<file path="src/rtl/data_sram_arbiter.sv">
// data_sram_arbiter: shares the single-port data SRAM between the core port and a host burst port
module data_sram_arbiter #(
    parameter int ADDR_W    = 13,
    parameter int DATA_W    = 16,
    parameter int LEN_W     = 8,
    parameter int MAX_BURST = 32
) (
    input  logic              clk,
    input  logic              rst,
    input  logic              core_cen,
    input  logic              core_wen,
    input  logic [ADDR_W-1:0] core_addr,
    input  logic [DATA_W-1:0] core_wdata,
    output logic              core_stall,
    output logic              core_rvalid,
    input  logic              host_start,
    input  logic [ADDR_W-1:0] host_base,
    input  logic [LEN_W-1:0]  host_len,
    input  logic              host_wr,
    input  logic              host_wvalid,
    input  logic [DATA_W-1:0] host_wdata,
    output logic              host_wready,
    output logic              host_rvalid,
    output logic              host_busy,
    output logic              host_done,
    output logic [DATA_W-1:0] rdata,
    output logic              sram_cen,
    output logic              sram_wen,
    output logic [ADDR_W-1:0] sram_addr,
    output logic [DATA_W-1:0] sram_d,
    input  logic [DATA_W-1:0] sram_q
);
    localparam int SW = $clog2(MAX_BURST + 1);
    typedef enum logic [1:0] {IDLE, HOST, YIELD} state_t;
    state_t            r_state, w_next;
    logic [ADDR_W-1:0] r_base, w_host_addr;
    logic [LEN_W-1:0]  r_len, r_beat;
    logic              r_wr, r_core_rv, r_host_rv, r_done;
    logic [SW-1:0]     r_starve, w_starve;
    logic              w_core_gnt, w_host_go, w_last, w_starve_hit, w_start_ok, w_start_nil;
    assign w_host_addr = r_base + ADDR_W'(r_beat);
    assign w_core_gnt  = !rst && !core_cen && r_state != HOST;
    assign w_host_go   = !rst && r_state == HOST && (r_wr ? host_wvalid : 1'b1);
    assign w_last      = w_host_go && r_beat == r_len - LEN_W'(1);
    assign w_start_ok  = r_state == IDLE && host_start && host_len != '0;
    assign w_start_nil = r_state == IDLE && host_start && host_len == '0;
    assign core_stall  = !core_cen && r_state == HOST;
    assign core_rvalid = r_core_rv;
    assign host_rvalid = r_host_rv;
    assign host_wready = r_state == HOST && r_wr;
    assign host_busy   = r_state != IDLE;
    assign host_done   = r_done;
    assign rdata       = (r_core_rv || r_host_rv) ? sram_q : '0;
    assign sram_cen    = !(w_core_gnt || w_host_go);
    assign sram_wen    = w_core_gnt ? core_wen : w_host_go ? !r_wr : 1'b1;
    assign sram_addr   = w_core_gnt ? core_addr : w_host_go ? w_host_addr : '0;
    assign sram_d      = w_core_gnt ? core_wdata : (w_host_go && r_wr) ? host_wdata : '0;
    // next state: finishing a burst beats a pending forced core slot
    always_comb begin
        w_starve     = (r_state == HOST && !core_cen) ? r_starve + SW'(1) : '0;
        w_starve_hit = w_starve == SW'(MAX_BURST);
        w_next       = r_state;
        if (w_start_ok)
            w_next = HOST;
        else if (r_state == YIELD)
            w_next = HOST;
        else if (r_state == HOST)
            w_next = w_last ? IDLE : w_starve_hit ? YIELD : HOST;
    end
    // state, starvation counter and read-owner tags
    always_ff @(posedge clk) begin
        if (rst) begin
            r_state   <= IDLE;
            r_starve  <= '0;
            r_core_rv <= 1'b0;
            r_host_rv <= 1'b0;
            r_done    <= 1'b0;
        end else begin
            r_state   <= w_next;
            r_starve  <= w_starve_hit ? '0 : w_starve;
            r_core_rv <= w_core_gnt && core_wen;
            r_host_rv <= w_host_go && !r_wr;
            r_done    <= w_last || w_start_nil;
        end
    end
    // burst descriptor latched on start, beat advances on each issued host access
    always_ff @(posedge clk) begin
        if (rst) begin
            r_base <= '0;
            r_len  <= '0;
            r_wr   <= 1'b0;
            r_beat <= '0;
        end else if (r_state == IDLE && host_start) begin
            r_base <= host_base;
            r_len  <= host_len;
            r_wr   <= host_wr;
            r_beat <= '0;
        end else if (w_host_go) begin
            r_beat <= r_beat + LEN_W'(1);
        end
    end
endmodule

</file>
<file path="config.mk">
export PLATFORM = sky130hd
export DESIGN_NAME = data_sram_arbiter
export DESIGN_NICKNAME = d
export VERILOG_FILES = /design/src/rtl/data_sram_arbiter.sv
export SDC_FILE = /design/constraint.sdc
export NUM_CORES = 1
export LEC_CHECK = 0
export CORE_ASPECT_RATIO = 1.2
export CORE_MARGIN = 8
export CORE_UTILIZATION = 41
export CTS_BUF_LIST = sky130_fd_sc_hd__clkbuf_4 sky130_fd_sc_hd__clkbuf_8
export CTS_CLUSTER_DIAMETER = 120
export DETAILED_ROUTE_END_ITERATION = 12
export PLACE_DENSITY_LB_ADDON = 0.12
export REMOVE_ABC_BUFFERS = 1
export SLEW_MARGIN = 30
export SYNTH_ARGS = -nofsm -noshare
export SYNTH_HDL_FRONTEND = slang
export SYNTH_SLANG_ARGS = --single-unit
</file>
<file path="constraint.sdc">
create_clock -name clk -period 2.4 [get_ports clk]
set_input_delay 0.24 -clock clk [delete_from_list [all_inputs] [get_ports clk]]
set_output_delay 0.24 -clock clk [all_outputs]
set_load 0.1 [all_outputs]
</file>
==> qor.yml, run 1 <==
sta:
  fmaxAchievable_mhz: 384
  min_period_ns: 2.60
  clock_skew_ns: 0.00631
  report.final.hold_viol_count: 0
  maxSlewViolCount: 0
  fin_ws_ns: -0.204
  rsz0062_at_grt: "yes"
  max-slew-margin-rel: 0.681
  worst_pin_slew_ns: 0.477
  period_share: 1.08
  finalSetupViolations: 5
synth:
  syn_inst: 359
  synth_edf_count: 0
  avgSynthCellArea_um2: 7.54
  synthMuxAreaShare: 0.00370
  synth_top_flop_cell: "dfxtp_1"
  synth_compound_area_frac: 0.204
  synthAdderAreaFrac: 0.0583
  ys_seq_elements: 41
  ys_seq_area_frac: 0.303
  syn-cell-area_um2: 2710
  yosys.area_share.simple: 0.291
  synth_xor_area_frac: 0.0939
  ys_async_sr_fraction: 0
  ys_warn_count: 0
  synth_top_family_by_area: "simple AND/OR/NAND/NOR gates"
  synth_cell_types: 49
critical_path:
  critPathMaxFanout: 2
  critical_path_class: "flop to primary output"
  cp.arrival_ns: 2.36
  rr_worst_depth: 7
  r2r_slack_ns: 0.38
  critical-path-max-stage-delay_ns: 0.36
  r2r_start: "r_state[0]$_SDFFE_PP0P_"
  startpoint_type: "flop"
  path_common_cell: "buf_4"
  worstPathRequired_ns: 2.16
  crit_path_top_delay_cell: "dfxtp_2"
  path_cells: "ha_4 -> inv_2 -> fa_2 -> nor2b_1 -> o21ai_2 -> a21oi_2 -> buf_4 -> o211ai_1 -> xor2_1 -> o21ai_1 -> buf_4 -> buf_12"
  cp-end-kind: "primary output"
  reg2reg_to: "r_state[0]$_SDFFE_PP0P_"
global_routing:
  grt_max_degree: 22
  grt_pass1_wl_um: 16200
  grt_remaining_overflow: 0
  grt_pass1_vias: 3161
  grt.total_usage: 0.206
  antenna_found_initial: 0
place:
  gp_congestion: 0.825
  placed_area_um2: 4600
  dp_hpwl_um: 7890
  port_buffers: 141
  place_ws_ns: -0.152
detailed_routing:
  dr_total_vias: 3050
  drt_iter0_markers: 133
  wl_um: 9890
  ant_nets: 0
  dr.pass1.iters: 4
  drc: 0
  wire_per_inst_um: 16.4
  viasPerCell: 5.07
layout:
  fillers: 489
  drive_gt1_frac: 0.232
  diodes: 0
  syn2layout_area_growth_pct: 79.5
  fin_nets: 618
  final_area_um2: 4860
  utilization: 0.758
  seq_area_um2: 828
  multi_input_area_um2: 1870
clock_tree:
  clock_path_buffers: 2
  cts_root_buf: "clkbuf_8"
  h-tree-depth: 2
  cts_tree: "built"
  clock_latency_ns: 0.29
  cts_made_buffers: 5
  clk_pin_slew_ns: 0.08
  cts_hold_buf: 0
  cts_sinks: 41
floorplanning:
  dieArea_um2: 9470
  die_w_um: 90.2
  io_pins: 142
  dieHeight_um: 105
  initial_core_util: 0.422
  coreArea_um2: 6410
  rows: 32
flow_run:
  max-cap-violations: 0
worst_hold_path:
  hold_start: "r_base[4]$_SDFFE_PP0P_"
  hold_class: "flop to flop"
  whs_endpoint: "r_base[4]$_SDFFE_PP0P_"
  holdPathStages: 2
outcome:
  violations: "negative setup slack"
  status: "complete, but fails checks"
power_and_ir_drop:
  powerDensity_nw_per_um2: 464
  leakagePower_uw: 0.00194
  peakVddDrop_v: 0.000504
  total_power_uw: 2250
## critical path, delay by kind of cell (launching register included)
family	cells	cell delay, ns
buffers and inverters	4	0.46
AND/OR/NAND/NOR	1	0.14
XOR/XNOR	1	0.16
adder cells (fa/ha/maj)	2	0.48
AO/OA/AOI/OAI	4	0.47
flip-flops	1	0.36
## placed cells by master, fill, tap and decap left out, types with 2 or more instances in the layout
master	count
a21oi_2	2
xor2_1	19
o211ai_1	2
clkdlybuf4s50_1	88
o21ai_1	5
a21oi_1	32
a211oi_2	2
a22o_1	17
ha_4	3
nor2b_1	22
nand2b_1	2
dfxtp_2	6
o21ai_2	3
ha_1	8
nand3b_1	2
o21ai_0	8
and4_1	2
buf_6	2
clkbuf_8	5
nor3_2	2
nor4_1	4
xnor2_1	10
nor3_1	4
buf_12	32
and2_1	3
nand2_1	65
a21o_1	2
inv_1	12
buf_4	48
dfxtp_1	35
and3_1	3
nand3_1	8
or3_1	2
nand4_1	6
nor2_1	25
## layout make-up
type                       instances  share of cell area
clock buffer                       5              0.0142
clock inverter                     2             0.00721
sequential                        41               0.171
timing repair buffer             170               0.392
multi-input combinational        286               0.384
inverter                          13              0.0100
tap                               85              0.0219
## registers in the layout, indices dropped and copies added, names as in the netlist
signal,cells
core_rvalid,1
host_done,1
host_rvalid,1
r_base,13
r_beat,8
r_len,8
r_starve,6
r_state,2
r_wr,1
## cells by family after synthesis
logic type | after synthesis
DFF | 41
buffers and inverters | 32
AOI/OAI and AO/OA | 85
adders and majority gates | 12
and+or+nand+nor | 159
xor gates and xnor gates | 29
muxes | 1
## through the flow
| stage | hold slack (ns) | cells | TNS [ns] |
|---|---|---|---|
| 2_1_floorplan | 0.309 | 340 | -42.00 |
| 3_3_place_gp | 0.445 | 590 | -0.128 |
| 3_5_place_dp | 0.454 | 590 | -0.224 |
| 4_1_cts | 0.466 | 601 | -0.819 |
| 5_1_grt | 0.493 | 602 | -1.45 |
| 6_report | 0.468 | 602 | -0.791 |
## layer usage
metal,vias up,share of wire,track usage
met5,-,0,0
met3,11,0.028,0.0379
met2,61,0.54,0.397
met4,0,0.014,0.0536
met1,1420,0.42,0.224
li1,1558,-,-
## Yosys cell counts (all sizes together) (7+ instances only)
| cell type | instances | area, µm² |
|---|---|---|
| nand2 | 65 | 244 |
| dfxtp | 41 | 821 |
| a21oi | 35 | 190 |
| nor2 | 25 | 93.8 |
| nor2b | 22 | 138 |
| xor2 | 19 | 166 |
| a22o | 17 | 149 |
| clkbuf | 16 | 60.1 |
| o21ai | 16 | 80.1 |
| inv | 13 | 48.8 |
| ha | 11 | 138 |
| xnor2 | 10 | 87.6 |
| nand3 | 9 | 45.0 |
| nor3 | 7 | 51.3 |
## where the power goes
part | internal [µW] | total [µW] | leakage, µW | switching [µW]
sequential | 711 | 744 | 0.000337 | 32.5
combinational | 380 | 975 | 0.00155 | 595
clock | 302 | 537 | 0.0000540 | 234
## worst max-delay path by stage
stage | startpoint | to | slack [ns] | cells after the start
after floorplan | r_beat[0]$_SDFFE_PP0P_ | sram_addr[10] | -1.60 | 9
after global placement | r_base[0]$_SDFFE_PP0P_ | sram_addr[12] | -0.10 | 10
after detailed placement | r_beat[0]$_SDFFE_PP0P_ | sram_addr[12] | -0.15 | 10
after CTS | r_base[0]$_SDFFE_PP0P_ | sram_addr[10] | -0.19 | 12
after global routing | r_base[0]$_SDFFE_PP0P_ | sram_addr[10] | -0.31 | 12
final | r_base[0]$_SDFFE_PP0P_ | sram_addr[10] | -0.20 | 12
## repair_timing
action	in CTS	in global routing
buffers inserted	4	1
resized for setup	29	7
pin swaps	15	6
endpoints found under the setup margin	9	8
Note: power is estimated with default switching activity, not from simulation.
==> run 2, diff against run 1 <==
CAP_MARGIN = 20   (was default)
==> results of run 2 <==
The final DEF is identical to that of run 1; final timing and power are the same.
